### src/rtl/vga_timing_gen_if.sv
// Raster timing bundle: the consumer owns en, the generator drives coordinates, video flags and markers.
// Every generator-driven signal is registered at the source, so consumers see them aligned on the same cycle.
interface vga_timing_gen_if;
  logic       en;
  logic [9:0] DrawX;
  logic [9:0] DrawY;
  logic       blank;
  logic       hs;
  logic       vs;
  logic       line_start;
  logic       frame_start;
  logic [7:0] frame_count;

  modport master (
    input  en,
    output DrawX, DrawY, blank, hs, vs, line_start, frame_start, frame_count
  );

  modport slave (
    output en,
    input  DrawX, DrawY, blank, hs, vs, line_start, frame_start, frame_count
  );
endinterface

### src/rtl/vga_timing_gen.sv
// Raster timing generator: DrawX/DrawY, blank, active-low hs/vs, line/frame pulses, and a frame counter.
// All outputs are registered with zero latency relative to the coordinates; en=0 holds the raster and suppresses the pulses.
module vga_timing_gen #(
  parameter int H_VISIBLE = 640,
  parameter int H_FP      = 16,
  parameter int H_SYNC    = 96,
  parameter int H_BP      = 48,
  parameter int V_VISIBLE = 480,
  parameter int V_FP      = 10,
  parameter int V_SYNC    = 2,
  parameter int V_BP      = 33
) (
  input  logic               vga_clk,
  input  logic               reset_n,
  vga_timing_gen_if.master   vga
);

  localparam int H_TOTAL = H_VISIBLE + H_FP + H_SYNC + H_BP;
  localparam int V_TOTAL = V_VISIBLE + V_FP + V_SYNC + V_BP;

  localparam logic [9:0] HT_M1    = 10'(H_TOTAL - 1);
  localparam logic [9:0] VT_M1    = 10'(V_TOTAL - 1);
  localparam logic [9:0] HV       = 10'(H_VISIBLE);
  localparam logic [9:0] VV       = 10'(V_VISIBLE);
  localparam logic [9:0] HS_START = 10'(H_VISIBLE + H_FP);
  localparam logic [9:0] HS_END   = 10'(H_VISIBLE + H_FP + H_SYNC);
  localparam logic [9:0] VS_START = 10'(V_VISIBLE + V_FP);
  localparam logic [9:0] VS_END   = 10'(V_VISIBLE + V_FP + V_SYNC);

  logic [9:0] r_x;
  logic [9:0] r_y;
  logic       r_blank;
  logic       r_hs;
  logic       r_vs;
  logic       r_line_start;
  logic       r_frame_start;
  logic [7:0] r_frame_count;

  logic       w_x_last;
  logic       w_y_last;
  logic [9:0] w_x_nxt;
  logic [9:0] w_y_nxt;
  logic       w_blank_nxt;
  logic       w_hs_nxt;
  logic       w_vs_nxt;

  assign w_x_last = (r_x == HT_M1);
  assign w_y_last = (r_y == VT_M1);

  always_comb begin
    w_x_nxt = w_x_last ? 10'd0 : r_x + 10'd1;
    w_y_nxt = r_y;
    if (w_x_last) begin
      w_y_nxt = w_y_last ? 10'd0 : r_y + 10'd1;
    end
  end

  // Flags decode the position being entered so they land on the same edge as the coordinates.
  always_comb begin
    w_blank_nxt = (w_x_nxt < HV) && (w_y_nxt < VV);
    w_hs_nxt    = !((w_x_nxt >= HS_START) && (w_x_nxt < HS_END));
    w_vs_nxt    = !((w_y_nxt >= VS_START) && (w_y_nxt < VS_END));
  end

  // Reset parks the raster on the last pixel so the first enabled edge opens frame (0,0).
  always_ff @(posedge vga_clk or negedge reset_n) begin
    if (!reset_n) begin
      r_x           <= HT_M1;
      r_y           <= VT_M1;
      r_blank       <= 1'b0;
      r_hs          <= 1'b1;
      r_vs          <= 1'b1;
      r_line_start  <= 1'b0;
      r_frame_start <= 1'b0;
      r_frame_count <= 8'd0;
    end else if (vga.en) begin
      r_x           <= w_x_nxt;
      r_y           <= w_y_nxt;
      r_blank       <= w_blank_nxt;
      r_hs          <= w_hs_nxt;
      r_vs          <= w_vs_nxt;
      r_line_start  <= w_x_last;
      r_frame_start <= w_x_last && w_y_last;
      if (w_x_last && w_y_last) begin
        r_frame_count <= r_frame_count + 8'd1;
      end
    end else begin
      r_line_start  <= 1'b0;
      r_frame_start <= 1'b0;
    end
  end

  assign vga.DrawX       = r_x;
  assign vga.DrawY       = r_y;
  assign vga.blank       = r_blank;
  assign vga.hs          = r_hs;
  assign vga.vs          = r_vs;
  assign vga.line_start  = r_line_start;
  assign vga.frame_start = r_frame_start;
  assign vga.frame_count = r_frame_count;

endmodule

### src/flat_wrapper.sv
// flat-port wrapper written by rule: the top's interface ports become plain ports
module vga_timing_gen_flat 
#(
  parameter int H_VISIBLE = 640,
  parameter int H_FP      = 16,
  parameter int H_SYNC    = 96,
  parameter int H_BP      = 48,
  parameter int V_VISIBLE = 480,
  parameter int V_FP      = 10,
  parameter int V_SYNC    = 2,
  parameter int V_BP      = 33
)
  (vga_clk, reset_n, vga_en, vga_DrawX, vga_DrawY, vga_blank, vga_hs, vga_vs, vga_line_start, vga_frame_start, vga_frame_count);
  vga_timing_gen_if vga_i ();
  input  logic vga_clk;
  input  logic reset_n;
  input wire logic [$bits(vga_i.en)-1:0] vga_en;
  output wire logic [$bits(vga_i.DrawX)-1:0] vga_DrawX;
  output wire logic [$bits(vga_i.DrawY)-1:0] vga_DrawY;
  output wire logic [$bits(vga_i.blank)-1:0] vga_blank;
  output wire logic [$bits(vga_i.hs)-1:0] vga_hs;
  output wire logic [$bits(vga_i.vs)-1:0] vga_vs;
  output wire logic [$bits(vga_i.line_start)-1:0] vga_line_start;
  output wire logic [$bits(vga_i.frame_start)-1:0] vga_frame_start;
  output wire logic [$bits(vga_i.frame_count)-1:0] vga_frame_count;
  assign vga_i.en = vga_en;
  assign vga_DrawX = vga_i.DrawX;
  assign vga_DrawY = vga_i.DrawY;
  assign vga_blank = vga_i.blank;
  assign vga_hs = vga_i.hs;
  assign vga_vs = vga_i.vs;
  assign vga_line_start = vga_i.line_start;
  assign vga_frame_start = vga_i.frame_start;
  assign vga_frame_count = vga_i.frame_count;
  vga_timing_gen #(.H_VISIBLE(H_VISIBLE), .H_FP(H_FP), .H_SYNC(H_SYNC), .H_BP(H_BP), .V_VISIBLE(V_VISIBLE), .V_FP(V_FP), .V_SYNC(V_SYNC), .V_BP(V_BP)) u_core (.vga_clk(vga_clk), .reset_n(reset_n), .vga(vga_i));
endmodule
### config.mk
export PLATFORM = sky130hd
export DESIGN_NAME = vga_timing_gen_flat
export DESIGN_NICKNAME = d
export VERILOG_FILES = /design/src/rtl/vga_timing_gen_if.sv /design/src/rtl/vga_timing_gen.sv /design/src/flat_wrapper.sv
export SDC_FILE = /design/constraint.sdc
export NUM_CORES = 1
export LEC_CHECK = 0
export CORE_UTILIZATION = 56
export DETAILED_ROUTE_END_ITERATION = 16
export MAX_ROUTING_LAYER = met4
export PLACE_DENSITY = 0.85
export SLEW_MARGIN = 10
export SYNTH_ARGS = -nofsm -noshare
export SYNTH_HDL_FRONTEND = slang
export SYNTH_SLANG_ARGS = --single-unit
### constraint.sdc
create_clock -name vga_clk -period 3.7 [get_ports vga_clk]
set_clock_uncertainty 0.1 [all_clocks]
set_input_delay 0.74 -clock vga_clk [delete_from_list [all_inputs] [get_ports vga_clk]]
set_output_delay 0.74 -clock vga_clk [all_outputs]
set_load 0.01 [all_outputs]
==> results_dict.tcl, run 1 <==
set metrics [dict create \
    grt_pass1_vias 1483 \
    outcome "finished, final reports clean" \
    power_density_mw_per_mm2 506 \
    top_layer_used "met4" \
    slowest_delay_ns 0.69 \
    cts_resized 0 \
    dr.pass1.iters 4 \
    grt_usage_pct 25.5 \
    cts_root_buf "clkbuf_4" \
    yosysWarnings 0 \
    wl_met1_mm 1.93 \
    p_leak_nw 0.968 \
    clock_sinks 33 \
    fin_util_pct 71.5 \
    gp_congestion 0.878 \
    critPathTopFamily "flip-flops" \
    clk_pin_slew_ns 0.13 \
    maxSlewHeadroom_pct 71.4 \
    wl_per_cell_um 14.6 \
    cp_max_fo 12 \
    cp.required_ns 2.86 \
    grt_pass1_wl_mm 6.62 \
    most-common-layout-cells "clkdlybuf4s50_1, nand2_1, dfrtp_1" \
    rsz0062_at_grt "no" \
    post_dp_cell_area_sq_mm 0.00232 \
    num_rows 21 \
    die-area_sq_mm 0.00376 \
    ir_worst_vdd_mv 0.368 \
    fin_area_sq_mm 0.00240 \
    cts_made_buffers 5 \
    path_cells "clkdlybuf4s50_1" \
    met3_length_um 160 \
    async_reset_ff_share_pct 100 \
    grt_max_degree 34 \
    drt_iter0_drc 110 \
    cts_tree "yes" \
    min_path_cells 1 \
    antenna_found_initial 0 \
    drt-total-wl_mm 4.09 \
    tightest_slew_ns 0.418 \
    synth_cell_types 62 \
    worstSetupPathDepth 1 \
    period_share_pct 66.6 \
    io_pins 36 \
    die_x_um 61.3 \
    finalSetupViolations 0 \
    fin_tns_setup_ns 0 \
    worstRegToRegCells 7 \
    syn_to_final_growth_pct 22.2 \
    place_hpwl_mm 2.90 \
    synth_seq_cells 33 \
    port_buffers 35 \
    cp.buffers_inverters 1 \
    final_nets 240 \
    cp-end-kind "output pin" \
    layoutNonFillerInstCount 280 \
    pre_cts_slack_ns 1.21 \
    crit_slowest_cell "dfstp_2" \
    hp-class "reg -> reg" \
    initial_core_util_pct 58.5 \
    cts_hold_buf 0 \
    ant_nets 0 \
    worstSetupPathType "reg -> out" \
    grt_overflow_total 0 \
    coreArea_sq_mm 0.00336 \
    ys.flop_type "dfrtp_1" \
    cts_buffer_depth 2 \
    cts_htree_levels 2 \
    synth_edf_count 0 \
    synth_seq_area_share_pct 42.7 \
    drcViolationCount 0 \
    cts_setup_buffers 0 \
    setup_slack_ns 1.24 \
    dp.cells 272 \
    power_mw 1.22 \
    synth_nets 205 \
    syn_area_sq_mm 0.00197 \
    fmax_ghz 0.406 \
    cp-start-kind "flip-flop" \
    min_period_ns 2.46 \
    drive_above_1_share_pct 20.1 \
    avgSynthCellArea_sq_um 9.94 \
    slew_violations 0 \
    holdWs_ns 0.397 \
    hold_viol_final 0 \
    viasPerCell 5.85 \
    wl_met2_mm 1.88 \
    drv_cap 0 \
    final_common_cell "clkdlybuf4s50_1" \
    worstPathArrival_ns 1.62 \
    num_vias 1638 \
    antenna_cells 0 \
    syn_inst 198 \
    insertion_delay_ns 0.35 \
    die_y_um 61.3 \
]
[flip-flops by register name, indices dropped and copies added, names as in the netlist]
name                    count
u_core.vga.DrawY           10
u_core.vga.line_start       1
u_core.vga.vs               1
u_core.vga.frame_count      8
u_core.vga.blank            1
u_core.vga.frame_start      1
u_core.vga.DrawX           10
u_core.vga.hs               1
[kinds of logic after synthesis]
logic type      count (synthesis)  share of synthesized area, %
simple gates                   84                          26.3
flops                          33                          42.7
xor+xnor                       14                          6.23
fa+ha+maj                       4                          2.54
compound gates                 44                          15.3
buf+inv                        15                          4.70
mux                             4                          2.22
[routing by layer]
layer | track usage (%) | up-vias
met5 | - | -
met4 | 14.0 | 0
met3 | 4.62 | 17
met2 | 39.1 | 49
met1 | 31.8 | 775
li1 | - | 797
[layout make-up]
class / instances / area [sq um]
multi-input combinational: 150 / 1030
timing repair buffer: 37 / 365
fill: 298 / 958
tap: 46 / 57.6
clock inverter: 3 / 46.3
sequential: 33 / 841
inverter: 6 / 22.5
clock buffer: 5 / 37.5
[power by group]
part | leakage [nW] | switching, mW | internal (mW)
registers | 0.416 | 0.0996 | 0.443
clock network | 0.0414 | 0.136 | 0.143
logic | 0.510 | 0.195 | 0.201
[synthesized netlist by cell type, types with 2 or more instances]
cell type,count,area [sq um]
a21oi_1,9,45.0
a31oi_1,3,18.8
a32o_1,2,20.0
and2_1,2,12.5
and3_1,2,12.5
and3_2,3,22.5
and4_1,2,17.5
buf_4,2,15.0
buf_6,3,33.8
clkbuf_1,2,7.51
dfrtp_1,21,526
dfstp_2,12,315
ha_1,4,50.1
inv_1,6,22.5
mux2_2,3,33.8
nand2_1,22,82.6
nand3_1,9,45.0
nand3_2,2,20.0
nand4_1,8,50.1
nor2_1,9,33.8
nor3_1,4,20.0
nor3b_1,2,15.0
o21ai_0,15,75.1
xnor2_1,12,105
xor2_1,2,17.5
[final timing paths]
path	slack (ns)	end	from
worst min-delay path	0.40	u_core.vga.frame_count[7]	u_core.vga.frame_count[7]
worst min register to register	0.40	u_core.vga.frame_count[7]	u_core.vga.frame_count[7]
worst max-delay path	1.24	vga_DrawY[2]	u_core.vga.DrawY[2]
max in group asynchronous	2.48	u_core.vga.DrawX[2]	reset_n
min in group asynchronous	0.66	u_core.vga.DrawY[6]	reset_n
worst max register to register	1.32	u_core.vga.vs	u_core.vga.DrawX[0]
[worst reg2reg max path: stages, from the launching register on]
cell	delay (ns)
dfstp_2	0.59
ha_1	0.21
and4_1	0.42
nand3_2	0.22
nor3_2	0.24
a2111oi_2	0.07
a41o_2	0.26
a41oi_2	0.19
Power figures use the tool's default switching activity.
==> inputs of run 2 (changes only) <==
--- a/config.mk
+++ b/config.mk
@@ -5,10 +5,10 @@
 export SDC_FILE = /design/constraint.sdc
 export NUM_CORES = 1
 export LEC_CHECK = 0
-export CORE_UTILIZATION = 56
+export CORE_UTILIZATION = 47
 export DETAILED_ROUTE_END_ITERATION = 16
 export MAX_ROUTING_LAYER = met4
-export PLACE_DENSITY = 0.85
+export PLACE_DENSITY = 0.76
 export SLEW_MARGIN = 10
 export SYNTH_ARGS = -nofsm -noshare
 export SYNTH_HDL_FRONTEND = slang
==> constraint.sdc (replaced) <==
create_clock -name vga_clk -period 2.1 [get_ports vga_clk]
set_clock_uncertainty 0.1 [all_clocks]
set_input_delay 0.42 -clock vga_clk [delete_from_list [all_inputs] [get_ports vga_clk]]
set_output_delay 0.42 -clock vga_clk [all_outputs]
set_load 0.01 [all_outputs]
==> results_dict.tcl, run 2 (same netlist as run 1, synthesis figures left out) <==
set metrics [dict create \
    outcome "finished, final reports clean" \
    cp-start-kind "flip-flop" \
    clock_sinks 33 \
    gp_congestion 0.951 \
    grt_usage_pct 23.1 \
    dr.pass1.iters 6 \
    initial_core_util_pct 49.2 \
    min_period_ns 2.06 \
    cp.required_ns 2.20 \
    grt_overflow_total 0 \
    die-area_sq_mm 0.00445 \
    num_vias 1733 \
    clk_pin_slew_ns 0.07 \
    grt_max_degree 34 \
    cts_made_buffers 5 \
    final_common_cell "clkdlybuf4s50_1" \
    most-common-layout-cells "clkdlybuf4s50_1, buf_4, nand2_1" \
    setup_slack_ns 0.0357 \
    cp_max_fo 5 \
    fin_tns_setup_ns 0 \
    drcViolationCount 0 \
    ant_nets 0 \
    tightest_slew_ns 0.418 \
    post_dp_cell_area_sq_mm 0.00255 \
    antenna_cells 0 \
    insertion_delay_ns 0.28 \
    antenna_found_initial 0 \
    drt-total-wl_mm 4.67 \
    worstSetupPathType "reg -> reg" \
    die_x_um 66.7 \
    cts_htree_levels 2 \
    port_buffers 35 \
    cp-end-kind "flip-flop" \
    period_share_pct 98.3 \
    io_pins 36 \
    slew_violations 0 \
    slowest_delay_ns 0.57 \
    rsz0062_at_grt "yes" \
    cp.buffers_inverters 1 \
    p_leak_nw 1.17 \
    drive_above_1_share_pct 31.9 \
    cts_tree "yes" \
    holdWs_ns 0.384 \
    final_nets 269 \
    fin_util_pct 67.8 \
    cts_buffer_depth 2 \
    grt_pass1_vias 1629 \
    fmax_ghz 0.484 \
    hold_viol_final 0 \
    worstPathArrival_ns 2.17 \
    fin_area_sq_mm 0.00271 \
    drv_cap 0 \
    coreArea_sq_mm 0.00400 \
    grt_pass1_wl_mm 7.57 \
    maxSlewHeadroom_pct 72.1 \
    hp-class "reg -> reg" \
    power_mw 2.52 \
    num_rows 23 \
    ir_worst_vdd_mv 0.822 \
    viasPerCell 5.54 \
    path_cells "buf_4 -> nand3_1 -> or2_4 -> o21a_1 -> a2111oi_1 -> o21ai_0 -> o2bb2ai_1" \
    die_y_um 66.7 \
    syn_to_final_growth_pct 37.8 \
    crit_slowest_cell "dfstp_2" \
    place_hpwl_mm 3.31 \
    pre_cts_slack_ns -0.0430 \
    dp.cells 304 \
    power_density_mw_per_mm2 928 \
    drt_iter0_drc 106 \
    layoutNonFillerInstCount 313 \
    wl_per_cell_um 14.9 \
    critPathTopFamily "compound AO/OA/AOI/OAI gates" \
    finalSetupViolations 0 \
    cts_root_buf "clkbuf_8" \
]
[run 2: per-layer routing]
metal  share of wire (%)  wire [um]  track usage, %
met5                   0          0               -
met4                0.94         44            7.98
met3                 3.1        147            3.08
met2                  50       2360            36.0
met1                  45       2120            31.0
[run 2: path summary, 6_finish.rpt]
| check | slack, ns | end | start | depth (start not counted) |
|---|---|---|---|---|
| worst max register to register | 0.04 | u_core.vga.blank | u_core.vga.DrawX[1] | 7 |
| max in group asynchronous | 1.12 | u_core.vga.DrawX[9] | reset_n | 2 |
| min in group asynchronous | 0.44 | u_core.vga.DrawY[6] | reset_n | 2 |
| worst min register to register | 0.38 | u_core.vga.frame_count[7] | u_core.vga.frame_count[7] | 1 |
| worst min-delay path | 0.38 | u_core.vga.frame_count[7] | u_core.vga.frame_count[7] | 1 |
| worst max-delay path | 0.04 | u_core.vga.blank | u_core.vga.DrawX[1] | 7 |
[run 2: repair_timing]
item / CTS / global route
hold buffers: 0 / 0
setup endpoints to repair: 2 / 5
setup buffers: 0 / 1
endpoints found under the hold margin: 0 / 0
pin swaps: 0 / 3
gates cloned: 0 / 0
resized for setup: 2 / 10
[run 2: area by class of cell]
cell class | count | area, sq um
flip-flops and latches | 33 | 841
clock inverters | 2 | 37.5
repair buffers | 66 | 588
clock buffers | 6 | 82.6
inverters | 6 | 22.5
multi-input cells | 150 | 1080
well taps | 50 | 62.6
fillers | 320 | 1290
[run 2: report_power, final]
| part | internal [mW] | switching (mW) |
|---|---|---|
| Sequential | 0.779 | 0.0841 |
| Combinational | 0.521 | 0.510 |
| Clock | 0.386 | 0.236 |
==> inputs of run 3 (changes only) <==
--- a/config.mk
+++ b/config.mk
@@ -5,6 +5,7 @@
 export SDC_FILE = /design/constraint.sdc
 export NUM_CORES = 1
 export LEC_CHECK = 0
+export CORE_MARGIN = 4
 export CORE_UTILIZATION = 47
 export DETAILED_ROUTE_END_ITERATION = 16
 export MAX_ROUTING_LAYER = met4
==> results_dict.tcl, run 3 (same netlist as run 1, synthesis figures left out) <==
set metrics [dict create \
    dr.pass1.iters 5 \
    r2r_setup_slack_ns 0.08 \
    num_rows 23 \
    ir_worst_vdd_mv 0.648 \
    cts_made_buffers 5 \
    cts_htree_levels 2 \
    layoutNonFillerInstCount 313 \
    cts_buffer_depth 2 \
    min_path_cells 1 \
    viasPerCell 5.56 \
    hp-class "reg -> reg" \
    wl_per_cell_um 15.5 \
    pre_cts_slack_ns -0.0831 \
    hold_viol_final 0 \
    path_cells "ha_4 -> and4_4 -> and3_4 -> a21oi_2 -> a2111oi_4 -> a41o_2 -> a41oi_2" \
    cp-end-kind "flip-flop" \
    grt_pass1_wl_mm 8.14 \
    antenna_found_initial 0 \
    fmax_ghz 0.495 \
    ant_nets 0 \
    clock_sinks 33 \
    die_y_um 72.7 \
    port_buffers 35 \
    cts_tree "yes" \
    antenna_cells 0 \
    p_leak_nw 1.20 \
    die-area_sq_mm 0.00529 \
    cp.buffers_inverters 0 \
    setup_slack_ns 0.0786 \
    coreArea_sq_mm 0.00403 \
    cp-endpoint "u_core.vga.vs" \
    drcViolationCount 0 \
    power_density_mw_per_mm2 937 \
    clk_pin_slew_ns 0.08 \
    finalSetupViolations 0 \
    period_share_pct 96.3 \
    worstRegToRegCells 7 \
    min_period_ns 2.02 \
    rsz0062_at_grt "yes" \
    tightest_slew_ns 0.423 \
    die_x_um 72.7 \
    cp.required_ns 2.19 \
    critPathTopFamily "compound AO/OA/AOI/OAI gates" \
    gp_congestion 0.908 \
    cts_root_buf "clkbuf_8" \
    drv_cap 0 \
    worstPathArrival_ns 2.11 \
    initial_core_util_pct 48.9 \
    slew_violations 0 \
    maxSlewHeadroom_pct 71.6 \
    grt_max_degree 34 \
    startpoint "u_core.vga.DrawX[1]" \
    most-common-layout-cells "clkdlybuf4s50_1, buf_4, nand2_1" \
    grt_pass1_vias 1747 \
    syn_to_final_growth_pct 40.0 \
    grt_usage_pct 20.0 \
    grt_overflow_total 0 \
    insertion_delay_ns 0.29 \
    worstSetupPathDepth 7 \
    slowest_delay_ns 0.56 \
    final_nets 269 \
    cp-start-kind "flip-flop" \
    place_hpwl_mm 3.41 \
    cp_max_fo 8 \
    drt_iter0_drc 143 \
    num_vias 1739 \
    drive_above_1_share_pct 33.5 \
    r2r_end "u_core.vga.vs" \
    crit_slowest_cell "dfstp_2" \
    final_common_cell "clkdlybuf4s50_1" \
    r2r-start "u_core.vga.DrawX[1]" \
    drt-total-wl_mm 4.85 \
    dp.cells 302 \
    outcome "finished, final reports clean" \
    io_pins 36 \
    worstSetupPathType "reg -> reg" \
]
==> run 3: worst min path at each step <==
stage | end | start | slack [ns]
after CTS | u_core.vga.frame_count[7] | u_core.vga.frame_count[7] | 0.39
after global placement | u_core.vga.frame_count[7] | u_core.vga.frame_count[7] | 0.37
after detailed placement | u_core.vga.frame_count[7] | u_core.vga.frame_count[7] | 0.37
final | u_core.vga.frame_count[7] | u_core.vga.frame_count[7] | 0.38
after global routing | u_core.vga.frame_count[7] | u_core.vga.frame_count[7] | 0.40
after floorplan | u_core.vga.DrawX[5] | reset_n | 0.02
==> run 3: final cells by class <==
cell class / count / area, sq um
sequential: 33 / 841
inverter: 6 / 22.5
clock buffer: 6 / 82.6
timing repair buffer: 65 / 581
tap: 50 / 62.6
clock inverter: 2 / 37.5
fill: 348 / 1270
multi-input combinational: 151 / 1130
==> run 3: where the power goes <==
part           internal [mW]  switching, mW
Sequential             0.779         0.0907
Clock                  0.386          0.252
Combinational          0.546          0.529
Total                   1.71          0.871
==> run 3: stage by stage <==
stage | total power [mW] | instance area (sq um) | setup TNS [ns] | hold slack [ns] | util [%]
after floorplan | 1.36 | 1980 | 0 | 0.0244 | -
after global placement | 1.84 | 2530 | 0 | 0.370 | 62.9
after detailed placement | 1.85 | 2530 | -0.144 | 0.370 | 62.9
after CTS | 2.51 | 2660 | 0 | 0.386 | 65.9
after global routing | 2.74 | 2760 | -0.0611 | 0.399 | 68.4
final | 2.58 | 2760 | 0 | 0.381 | 68.4
==> run 3: layer usage <==
| layer | vias up | part of all wire [%] | global-route usage (%) |
|---|---|---|---|
| li1 | 862 | - | - |
| met1 | 826 | 45 | 26.6 |
| met2 | 41 | 50 | 31.8 |
| met3 | 10 | 3.8 | 3.58 |
| met4 | 0 | 1.5 | 4.92 |
| met5 | - | 0 | - |
==> run 3: what timing repair did <==
item	in CTS	in global routing
hold buffers	0	0
buffers inserted	0	2
endpoints found under the setup margin	3	5
pin swaps	0	3
cloned	0	1
resized for setup	2	17
